### config.mk
export PLATFORM = sky130hd
export DESIGN_NAME = instr_prefetch_buffer
export DESIGN_NICKNAME = d
export VERILOG_FILES = /design/src/rtl/instr_prefetch_buffer.sv
export SDC_FILE = /design/constraint.sdc
export NUM_CORES = 1
export LEC_CHECK = 0
export CAP_MARGIN = 0
export CORE_MARGIN = 5
export CORE_UTILIZATION = 57
export DETAILED_ROUTE_END_ITERATION = 16
export GPL_ROUTABILITY_DRIVEN = 1
export HOLD_SLACK_MARGIN = 0.12
export PLACE_DENSITY = 0.79
export SLEW_MARGIN = 20
export SYNTH_ARGS = -nofsm -noshare
export SYNTH_HDL_FRONTEND = slang
export SYNTH_SLANG_ARGS = --single-unit
### constraint.sdc
create_clock -name clk -period 2.7 [get_ports clk]
set_input_delay 0.27 -clock clk [delete_from_list [all_inputs] [get_ports clk]]
set_output_delay 0.27 -clock clk [all_outputs]
set_load 0.01 [all_outputs]
### src/rtl/instr_prefetch_buffer.sv
// Instruction prefetch front end: owns the fetch PC, issues sequential imem reads
// under a credit limit and queues returned words with their PC+4 for IF/ID.
module instr_prefetch_buffer #(
   parameter int unsigned DEPTH    = 4,
   parameter logic [31:0] RESET_PC = 32'h0000_0000
) (
   input  logic                     clk,
   input  logic                     rst_n,
   output logic                     imem_req,
   output logic [31:0]              imem_addr,
   input  logic [31:0]              imem_data,
   input  logic                     redirect,
   input  logic [31:0]              redirect_pc,
   output logic                     out_valid,
   input  logic                     out_ready,
   output logic [31:0]              out_instr,
   output logic [31:0]              out_pc4,
   output logic [$clog2(DEPTH):0]   occupancy
);

   localparam int unsigned PW = $clog2(DEPTH);
   localparam int unsigned OW = PW + 1;
   localparam int unsigned CW = OW + 1;

   typedef struct packed {
      logic [31:0] instr;
      logic [31:0] pc4;
   } entry_t;

   entry_t        fifo_q [DEPTH];
   logic [PW-1:0] rd_ptr;
   logic [PW-1:0] wr_ptr;
   logic [OW-1:0] count;
   logic [31:0]   fetch_pc;
   logic [31:0]   inflight_pc;
   logic          inflight;
   logic          push;
   logic          pop;

   assign imem_addr = fetch_pc;
   assign occupancy = count;

   // Credit check counts the in-flight read as already occupying a slot.
   always_comb begin
      imem_req  = 1'b0;
      out_valid = 1'b0;
      out_instr = 32'h0;
      out_pc4   = 32'h0;
      push      = 1'b0;
      pop       = 1'b0;
      imem_req  = rst_n & ~redirect &
                  ((CW'(count) + CW'(inflight)) < CW'(DEPTH));
      out_valid = (count != '0) & ~redirect;
      if (count != '0) begin
         out_instr = fifo_q[rd_ptr].instr;
         out_pc4   = fifo_q[rd_ptr].pc4;
      end
      push = inflight & ~redirect;
      pop  = out_valid & out_ready;
   end

   // Redirect wins over everything: flushes queue and drops any returning word.
   always_ff @(posedge clk or negedge rst_n) begin
      if (!rst_n) begin
         fetch_pc    <= RESET_PC;
         inflight    <= 1'b0;
         inflight_pc <= 32'h0;
         rd_ptr      <= '0;
         wr_ptr      <= '0;
         count       <= '0;
         for (int unsigned i = 0; i < DEPTH; i++) begin
            fifo_q[i] <= '0;
         end
      end else if (redirect) begin
         fetch_pc <= {redirect_pc[31:2], 2'b00};
         inflight <= 1'b0;
         rd_ptr   <= '0;
         wr_ptr   <= '0;
         count    <= '0;
      end else begin
         if (push) begin
            fifo_q[wr_ptr] <= '{instr: imem_data, pc4: inflight_pc + 32'd4};
            wr_ptr         <= wr_ptr + PW'(1);
         end
         if (pop) begin
            rd_ptr <= rd_ptr + PW'(1);
         end
         count    <= count + OW'(push) - OW'(pop);
         inflight <= imem_req;
         if (imem_req) begin
            inflight_pc <= fetch_pc;
            fetch_pc    <= fetch_pc + 32'd4;
         end
      end
   end

endmodule
==> results.json <==
{
  "status": "complete, no violations",
  "crit_arrival_ns": 2.37,
  "drive_above_1_share_pct": 25.22,
  "crit_slowest_cell": "mux4_2",
  "grt_pass1_vias": 10560,
  "drv_slew": 0,
  "dieArea_um2": 29280,
  "postRouteAntennaNets": 0,
  "cts_root_buf": "clkbuf_16",
  "fin_area_um2": 18130,
  "p_leak_nw": 8.095,
  "timing.hold.ws_ns": 0.1769,
  "critical_path_buf_inv_count": 2,
  "chipWidth_um": 171.1,
  "fin_crit_sh_pct": 97.66,
  "critical_path_class": "flop to primary output",
  "maxSlewHeadroom_pct": 34.71,
  "setup-violations-final": 0,
  "wl_per_cell_um": 19.03,
  "ys_warn_count": 0,
  "cpLargestDelayFamily": "buffers and inverters",
  "syn-cell-area_um2": 14800,
  "synth_top_area_share_pct": 53.44,
  "powerDensity_nw_per_um2": 908.2,
  "tightest_slew_ns": 0.9793,
  "reg2reg_to": "inflight_pc[17]$_DFFE_PN0P_",
  "placed_area_um2": 16950,
  "synth-edff-count": 0,
  "dp_hpwl_um": 21790,
  "grt_max_degree": 172,
  "ys_types": 48,
  "clk_latency_ns": 0.51,
  "drc": 0,
  "ys_async_sr_fraction_pct": 100.0,
  "cts_made_buffers": 34,
  "cp_cell_sequence": "buf_12, mux4_2, and2_1, clkdlybuf4s50_1",
  "diodes": 0,
  "cts.clk_slew.worst_paths_ns": 0.05,
  "slowest_delay_ns": 0.54,
  "end_kind": "primary output",
  "core_um2": 25840,
  "gp_congestion": 0.8263,
  "synth_seq_area_share_pct": 53.44,
  "timing.reg2reg.setup_slack_ns": 0.45,
  "nets": 1431,
  "overflow": 0,
  "pre_cts_ws_ns": 0.3775,
  "htreeDepth": 2,
  "vdd_ir_drop_max_mv": 0.6832,
  "io_buffers": 162,
  "pin_count": 169,
  "avgSynthCellArea_um2": 12.37,
  "ys_top_cells_by_area": "dfrtp_1 (53%), mux2_2 (13%), mux4_2 (9.4%)",
  "required_ns": 2.43,
  "cp_max_fo": 18,
  "drt_iter0_markers": 624,
  "period_minus_slack_ns": 2.637,
  "yosysTopAreaCell": "dfrtp_1",
  "start_kind": "flop",
  "synth_seq_cells": 316,
  "detail_route.first_pass.iterations": 5,
  "die_h_um": 171.1,
  "synthCells": 1196,
  "start_util_pct": 57.27,
  "grt_pass1_wl_um": 54440,
  "hold_viol_final": 0,
  "cts.sinks": 316,
  "cap_violations": 0,
  "worst_hold_path_type": "input port to async pin",
  "area_growth_pct": 22.52,
  "synth-main-ff-cell": "dfrtp_1",
  "cts_buffer_depth": 3,
  "grt_usage_pct": 23.06,
  "rows": 59,
  "r2r_start": "occupancy[2]$_DFF_PN0_",
  "fmax_ghz": 0.3792,
  "setup_slack_ns": 0.06318,
  "nFillCells": 1794,
  "via_per_inst": 5.758,
  "cts_tree": "yes",
  "vias": 9852,
  "fin_skew_ns": 0.02050,
  "wl_um": 32570,
  "antenna_found_initial": 0,
  "ff2ff_path_depth": 7
}
## layout by cell type (no fill, tap or decap), types with 11 or more instances in the layout
| master | Yosys | final |
|---|---|---|
| clkbuf_16 | 0 | 35 |
| buf_12 | 0 | 11 |
| buf_4 | 5 | 24 |
| nor4_1 | 14 | 14 |
| mux2_2 | 166 | 166 |
| xnor2_1 | 43 | 43 |
| clkdlybuf4s50_1 | 0 | 117 |
| and2_1 | 63 | 63 |
| nand2_1 | 157 | 153 |
| o21ai_1 | 39 | 39 |
| mux4_2 | 62 | 62 |
| nand4_1 | 11 | 11 |
| o21ai_0 | 97 | 97 |
| dfrtp_1 | 316 | 313 |
| inv_1 | 13 | 13 |
| dlygate4sd2_1 | 0 | 34 |
| xor2_1 | 15 | 15 |
| nand3_1 | 19 | 19 |
| nor2_1 | 12 | 12 |
## per-layer routing
layer  part of all wire (%)  vias to the layer above  GRT usage (%)
li1                       -                     4554              -
met1                     43                     4969          31.53
met2                     49                      274          38.89
met3                    5.5                       55          3.882
met4                    2.2                        0          6.063
met5                      0                        -              0
## per-stage QoR
stage / power (mW) / cells / setup TNS [ns] / utilization [%]
after CTS: 16.59 / 1709 / 0 / 69.95
final: 16.46 / 1711 / 0 / 70.16
after global placement: 11.77 / 1649 / 0 / 65.60
after global routing: 17.40 / 1711 / -0.004883 / 70.16
after detailed placement: 12.01 / 1649 / 0 / 65.60
after floorplan: 9.824 / 1199 / 0 / -
## cells in the mapped netlist, types with 3 or more instances
cell      number
buf_4          5
o21ai_2        4
xor2_1        15
and2_1        63
nor2_1        12
nor4_2         7
inv_1         13
nand4_1       11
mux4_2        62
xnor2_1       43
nand2_1      157
mux2_2       166
nand3_1       19
nor3_1        11
and4_1         9
clkbuf_1      64
dfrtp_1      316
nor4b_1        5
o21ai_1       39
o21ai_0       97
and3_1         8
ha_1           9
buf_2         13
nor3b_1        3
nor4_1        14
## sequential cells by signal, indices dropped and copies added (netlist names)
name         count
wr_ptr           2
imem_addr       30
inflight         1
fifo_q         248
rd_ptr           2
inflight_pc     30
occupancy        3
## what timing repair did
item,4_1_cts,5_1_grt
hold buffers,1,0
hold endpoints to repair,81,0
endpoints found under the setup margin,51,23
setup buffers,0,2
resized for setup,40,14
## layout make-up
type / count / area (um^2) / area share (%)
clock buffers: 52 / 1040 / 5.735
inverters: 15 / 56.30 / 0.3106
flip-flops and latches: 316 / 7914 / 43.65
well taps: 335 / 419.2 / 2.312
repair buffers: 201 / 2073 / 11.44
multi-input cells: 785 / 6535 / 36.05
clock inverters: 7 / 91.34 / 0.5038
## cell families after synthesis
group	count (synthesis)	synth area share [%]
XOR/XNOR	59	3.543
multiplexers	230	22.21
AND/OR/NAND/NOR	336	12.01
buffers and inverters	98	2.774
other	1	0.02534
flip-flops	316	53.44
AO/OA/AOI/OAI	146	5.107
adder cells (fa/ha/maj)	10	0.8963
## worst reg2reg max path, cell delays in order (launching register included)
cell      delay [ns]
dfrtp_1         0.45
ha_1            0.24
inv_1           0.06
a211oi_2        0.25
nand2b_1        0.21
nand2b_1        0.18
buf_4           0.36
mux2_2          0.40
## worst max-delay path by stage
stage | from | endpoint | slack [ns] | cells past startpoint
floorplan | occupancy[1]$_DFF_PN0_ | occupancy[2]$_DFF_PN0_ | 0.37 | 11
global placement | occupancy[1]$_DFF_PN0_ | occupancy[2]$_DFF_PN0_ | 0.40 | 10
detailed placement | occupancy[1]$_DFF_PN0_ | occupancy[2]$_DFF_PN0_ | 0.38 | 10
CTS | rd_ptr[0]$_DFFE_PN0P_ | out_pc4[8] | 0.004 | 4
global route | rd_ptr[0]$_DFFE_PN0P_ | out_pc4[25] | -0.005 | 4
finish | rd_ptr[0]$_DFFE_PN0P_ | out_pc4[27] | 0.06 | 4
## power breakdown
group,switching [mW],internal [mW]
registers,0.838,5.97
logic,2.18,2.83
clock network,1.81,2.84
total,4.82,11.6
Note: power is estimated with default switching activity, not from simulation.
